[config.mk]
export PLATFORM = sky130hd
export DESIGN_NAME = peridot_host_uart_tx
export DESIGN_NICKNAME = d
export VERILOG_FILES = /design/src/rtl/peridot_host_uart_tx.sv
export SDC_FILE = /design/constraint.sdc
export NUM_CORES = 1
export LEC_CHECK = 0
export BUFFER_PORTS_ARGS = -buffer_cell sky130_fd_sc_hd__buf_2
export CAP_MARGIN = 20
export CORE_MARGIN = 1.5
export CORE_UTILIZATION = 27
export CTS_BUF_LIST = sky130_fd_sc_hd__clkbuf_8 sky130_fd_sc_hd__clkbuf_16
export DETAILED_ROUTE_END_ITERATION = 6
export SYNTH_ARGS = -nofsm -noshare
export SYNTH_HDL_FRONTEND = slang
export SYNTH_SLANG_ARGS = --single-unit
[constraint.sdc]
create_clock -name clk -period 3.7 [get_ports clk]
set_input_delay 0.74 -clock clk [delete_from_list [all_inputs] [get_ports clk]]
set_output_delay 0.74 -clock clk [all_outputs]
set_load 0.02 [all_outputs]
[src/rtl/peridot_host_uart_tx.sv]
// ---------------------------------------------------------------------------
// peridot_host_uart_tx
//   Host-link UART transmitter. Bytes arrive on a valid/ready sink, wait in
//   a small FIFO and are serialised onto TXD as start bit, 8 data bits (LSB
//   first) and STOPBITS stop bits at a fixed baud rate.
//
// Ports
//   clk         in   system clock, rising edge
//   reset       in   asynchronous active-high reset
//   in_valid    in   sink: in_data holds a byte to send
//   in_data     in   sink: byte to send
//   in_ready    out  sink: FIFO can take a byte this cycle
//   fifo_level  out  bytes currently buffered (0..2**FIFO_DEPTH_LOG2)
//   busy        out  frame in flight or bytes buffered
//   txd         out  serial line, idle high, driven straight from a flop
// ---------------------------------------------------------------------------
module peridot_host_uart_tx #(
  parameter int CLOCK_FREQ      = 50000000,
  parameter int BAUDRATE        = 115200,
  parameter int FIFO_DEPTH_LOG2 = 4,
  parameter int STOPBITS        = 1
) (
  input  logic                       clk,
  input  logic                       reset,
  input  logic                       in_valid,
  input  logic [7:0]                 in_data,
  output logic                       in_ready,
  output logic [FIFO_DEPTH_LOG2:0]   fifo_level,
  output logic                       busy,
  output logic                       txd
);

  localparam int DIV   = (CLOCK_FREQ + BAUDRATE / 2) / BAUDRATE;
  localparam int CNT_W = (DIV < 2) ? 1 : $clog2(DIV);
  localparam int DEPTH = 1 << FIFO_DEPTH_LOG2;

  generate
    if (DIV < 2) begin : g_bad_div
      $error("peridot_host_uart_tx: bit period DIV must be at least 2 clocks");
    end
    if (STOPBITS < 1 || STOPBITS > 2) begin : g_bad_stop
      $error("peridot_host_uart_tx: STOPBITS must be 1 or 2");
    end
  endgenerate

  typedef enum logic [1:0] {IDLE, START, DATA, STOP} state_e;

  // -------------------------------------------------------------------------
  // FIFO
  // -------------------------------------------------------------------------
  logic [7:0]                 mem_q [DEPTH];
  logic [FIFO_DEPTH_LOG2-1:0] wr_ptr_q, rd_ptr_q;
  logic [FIFO_DEPTH_LOG2:0]   level_q, level_d;
  logic                       push, pop;

  // Ready comes only from the registered level, so a pop in the same cycle
  // never opens the door for a push while full.
  assign in_ready   = (level_q != (FIFO_DEPTH_LOG2 + 1)'(DEPTH));
  assign push       = in_valid & in_ready;
  assign fifo_level = level_q;

  // NOTE: the storage array has no reset; the pointers and level alone
  // decide which entries are meaningful, so clearing the data buys nothing.
  always_ff @(posedge clk) begin
    if (push) mem_q[wr_ptr_q] <= in_data;
  end

  always_comb begin
    level_d = level_q;
    case ({push, pop})
      2'b10:   level_d = level_q + 1'b1;
      2'b01:   level_d = level_q - 1'b1;
      default: level_d = level_q;
    endcase
  end

  // NOTE: state registers use non-blocking assignments so every flop samples
  // the pre-edge values of the others, independent of block ordering.
  always_ff @(posedge clk or posedge reset) begin
    if (reset) begin
      wr_ptr_q <= '0;
      rd_ptr_q <= '0;
      level_q  <= '0;
    end else begin
      if (push) wr_ptr_q <= wr_ptr_q + 1'b1;
      if (pop)  rd_ptr_q <= rd_ptr_q + 1'b1;
      level_q <= level_d;
    end
  end

  // -------------------------------------------------------------------------
  // Serialiser
  // -------------------------------------------------------------------------
  state_e           state_q, state_d;
  logic [CNT_W-1:0] cnt_q, cnt_d;     // clocks within the current bit
  logic [2:0]       bit_q, bit_d;     // data bit index, reused for stop bits
  logic [7:0]       shift_q, shift_d;
  logic             txd_q, txd_d;
  logic             bit_end;

  assign bit_end = (cnt_q == CNT_W'(DIV - 1));

  // txd_d is decoded from the current state and registered, so the line lags
  // the state by one clock: a pop at edge N+1 shows as a falling txd at N+2.
  // NOTE: every output of this block gets a default first so no path leaves
  // a signal unassigned and no latch is inferred.
  always_comb begin
    state_d = state_q;
    cnt_d   = cnt_q;
    bit_d   = bit_q;
    shift_d = shift_q;
    txd_d   = 1'b1;
    pop     = 1'b0;
    case (state_q)
      IDLE: begin
        if (level_q != '0) begin
          pop     = 1'b1;
          shift_d = mem_q[rd_ptr_q];
          cnt_d   = '0;
          bit_d   = '0;
          state_d = START;
        end
      end
      START: begin
        txd_d = 1'b0;
        if (bit_end) begin
          cnt_d   = '0;
          state_d = DATA;
        end else begin
          cnt_d = cnt_q + 1'b1;
        end
      end
      DATA: begin
        txd_d = shift_q[0];
        if (bit_end) begin
          cnt_d   = '0;
          shift_d = {1'b0, shift_q[7:1]};
          bit_d   = bit_q + 3'd1;
          if (bit_q == 3'd7) begin
            bit_d   = '0;
            state_d = STOP;
          end
        end else begin
          cnt_d = cnt_q + 1'b1;
        end
      end
      STOP: begin
        txd_d = 1'b1;
        if (bit_end) begin
          cnt_d = '0;
          if (bit_q == 3'(STOPBITS - 1)) begin
            state_d = IDLE;
          end else begin
            bit_d = bit_q + 3'd1;
          end
        end else begin
          cnt_d = cnt_q + 1'b1;
        end
      end
      default: state_d = IDLE;
    endcase
  end

  always_ff @(posedge clk or posedge reset) begin
    if (reset) begin
      state_q <= IDLE;
      cnt_q   <= '0;
      bit_q   <= '0;
      shift_q <= '0;
      txd_q   <= 1'b1;
    end else begin
      state_q <= state_d;
      cnt_q   <= cnt_d;
      bit_q   <= bit_d;
      shift_q <= shift_d;
      txd_q   <= txd_d;
    end
  end

  assign txd  = txd_q;
  assign busy = (state_q != IDLE) | (level_q != '0);

endmodule
==> parameters.txt <==
Parameter                              Value

Clock tree
  Count of hold buffers inserted by post-cts repair ... 0
  Insertion delay of the later-clocked pin in the worst-skew pair ... 430 ps
  Number of clock sinks ... 164
  CTS HTree Levels ... 4
  TritonCTS clock tree ... yes
  Clock root cell ... sky130_fd_sc_hd__clkbuf_16
  Num CTS Buffers ... 17
  Buffers from clock root to sink, at most ... 2
  Clk pin slew, worst setup/hold paths ... 70 ps
  Setup bufs post-CTS ... 0
  # resized after CTS ... 0

Timing
  Hold Fails Final Rpt ... 0
  Clock skew after layout ... 8.21 ps
  Post-layout min period ... 3080 ps
  Transition time at the pin with the least slew margin ... 981 ps
  Max-slew violation count ... 0
  Worst slew margin ... 0.343
  Final cycle utilization of the critical path ... 0.831
  Unrepaired setup endpoints after global routing ... false
  Setup total negative slack ... 0 ps
  Setup-violating endpoint count in the final report ... 0
  Fmax ... 325 MHz
  Final setup slack of the worst path ... 624 ps

Placed design
  Instance area after placement ... 0.00748 mm^2
  Buffers on Ports ... 18
  Setup slack at placement ... 634 ps
  Placed cell count ... 780
  DPL Wire Length ... 9310 um
  Routability cong. ... 0.827

Power
  Static leakage ... 0.00286 uW
  Combinational cell fraction of total power ... 0.313
  Internal Dissipation ... 4150 uW
  Proportion of total power due to net switching ... 0.339
  PwrDens ... 777 mW/mm^2
  NetSw ... 2130 uW
  Worst VDD drop ... 344 uV
  Sequential share of power ... 0.416
  Clock network fraction of total power ... 0.271

Floorplan
  Initial Utilization ... 0.276
  Die height ... 164 um
  Floorplan die width ... 164 um
  Placement row count ... 58
  Ports ... 19
  Core region area ... 0.0253 mm^2
  Full die area ... 0.0268 mm^2

Final layout
  Area growth from synthesis to final layout ... 15.9%
  Final Net Count ... 499
  Final standard cell area without fillers ... 0.00808 mm^2
  Post-route non-filler standard cell count ... 813
  Fraction of layout instances using a drive strength above 1 ... 0.209
  N_diodes ... 0

Global route
  Global-route track usage on met1 ... 0.131
  First-pass GRT wire length ... 21900 um
  Total global routing overflow ... 0
  Vias in the first global route ... 3860
  Overall fraction of global-route tracks in use ... 0.112
  Met3 Usage GRT ... 0.0326
  Pin count of the biggest net entering global routing ... 29
  Global routing's busiest layer ... met2
  Number of antenna violations at the first check in global routing ... 0
  Met2 usage in global routing ... 0.194

Synthesis
  Compound-gate portion of the synthesized area ... 0.0659
  Top_reg_cell synth ... sky130_fd_sc_hd__edfxtp_1
  Leading cell types by count after synthesis ... sky130_fd_sc_hd__edfxtp_1, sky130_fd_sc_hd__dfrtp_1, sky130_fd_sc_hd__mux4_2, sky130_fd_sc_hd__nor2_1, sky130_fd_sc_hd__nand2_1
  Most numerous cell in the Yosys netlist ... sky130_fd_sc_hd__edfxtp_1
  Mux cell area share after synthesis ... 0.114
  Fraction of synthesized cell area taken by the top area cell type ... 0.551
  Synthesized flop and latch total ... 164
  Synthesis Warnings ... 0
  Synth area leader ... sky130_fd_sc_hd__edfxtp_1
  Synthesized instance count ... 437
  Share of the yosys chip area belonging to registers ... 0.681
  Dominant cells by area after synthesis ... sky130_fd_sc_hd__edfxtp_1, sky130_fd_sc_hd__dfrtp_1, sky130_fd_sc_hd__mux4_2
  Number of unique standard cell types used by synthesis ... 47
  Post-Synth Adder-Cell Area ... 0.0323
  Async S/R FF share, synth ... 0.220
  Largest family of logic cells by synthesized area ... multiplexers
  Synthesized net count ... 466
  Avg Inst Size Synth ... 16.0 um^2
  Simple-gate share of the synthesized area ... 0.0669
  Post-synth EDFFs ... 128
  XOR/XNOR Fraction of Synth Area ... 0.0176
  Total standard cell area after synthesis ... 0.00697 mm^2

Run status
  Result of the run ... finished clean

Detailed routing
  Average detailed-routed wire length per instance ... 17.1 um
  Number of DRC violations after detailed routing ... 0
  Starting DRC count in detailed routing ... 262
  Antenna-violating nets left ... 0
  Post-detailed-routing wire length ... 13900 um
  Vias after detailed routing ... 3760
  Iteration count of the initial detailed-routing pass ... 5
  Vias per cell ... 4.62

Hold path
  Type of the tightest min-delay check ... primary input to asynchronous set/reset pin

Worst setup path
  Kind of end point of the critical path ... flop
  Critical Path Fanout Max ... 8
  Classification of the worst setup path ... flop to flop
  Data arrival time at the worst-slack endpoint ... 3380 ps
  Critical Path Start Type ... flop
  Required time worst endpoint ... 4010 ps

Flow run
  Maximum Capacitance Violations ... 0
state kept, by name, summed over array words and instances (netlist names):
register,cells
bit_q,3
cnt_q,9
fifo_level,5
mem_q,128
rd_ptr_q,4
shift_q,8
state_q,2
txd,1
wr_ptr_q,4
cells in the final DEF (no fill, tap or decap), drive strengths merged, types with 7 or more instances in the layout:
master and count:
a21oi 15, a22oi 11, buf 34, clkbuf 17
dfrtp 35, edfxtp 128, ha 18, inv 21
mux2i 20, mux4 25, nand2 22, nand3 8
nor2 25, nor2b 7, nor3 7, o21ai 16
xnor2 7, xor2 7
critical path, stage by stage (launching register included):
cell and delay, ps:
sky130_fd_sc_hd__dfrtp_1 410, sky130_fd_sc_hd__inv_1 140, sky130_fd_sc_hd__ha_1 310, sky130_fd_sc_hd__nor2b_1 440
sky130_fd_sc_hd__ha_1 430, sky130_fd_sc_hd__xor2_1 180, sky130_fd_sc_hd__ha_1 230, sky130_fd_sc_hd__or3b_2 460
sky130_fd_sc_hd__o2111ai_1 100, sky130_fd_sc_hd__a21oi_1 100, sky130_fd_sc_hd__xor2_1 140
power by group through the flow:
stage                     Combinational, uW  Sequential [uW]  Clock, uW
after floorplan                        1560             2520          0
after global placement                 1910             2620          0
after detailed placement               1990             2650          0
after CTS                              1990             2610       1740
after global routing                   2180             2650       1810
final                                  1960             2610       1700
path summary, 6_finish.rpt:
path / startpoint / end / slack (ps) / cells past startpoint
setup / recovery: state_q[0] / fifo_level[4] / 620 / 10
hold / removal: reset / cnt_q[6] / 250 / 2
setup reg to reg: state_q[0] / fifo_level[4] / 620 / 10
hold reg to reg: shift_q[5] / shift_q[5] / 490 / 1
max in group asynchronous: reset / fifo_level[0] / 2850 / 4
min in group clk: shift_q[5] / shift_q[5] / 490 / 1
routing by layer:
layer  share of wire  wire, um
met3           0.054       751
met1            0.42      5900
met4           0.014       193
met2            0.51      7090
met5               0         0
cell type report:
cell class                      instances  area [um^2]
Sequential cell                       164         4750
Clock buffer                           17          425
Fill cell                            2453        17200
Multi-Input combinational cell        240         2070
Tap cell                              330          413
Timing Repair Buffer                   34          230
Inverter                               13         51.3
Clock inverter                         15          146
kinds of logic after synthesis:
group	after synthesis
compound gates	69
xor+xnor	14
fa+ha+maj	18
buf+inv	33
flops	164
mux	48
simple gates	91
stage by stage:
| stage | util | hold slack [ps] | total power [uW] |
|---|---|---|---|
| 3_5_place_dp | 0.296 | 479 | 4630 |
| 6_report | 0.320 | 252 | 6280 |
| 3_3_place_gp | 0.296 | 475 | 4530 |
| 2_1_floorplan | - | 457 | 4080 |
| 4_1_cts | 0.319 | 495 | 6340 |
| 5_1_grt | 0.320 | 268 | 6650 |
(Power assumes the default switching activity.)
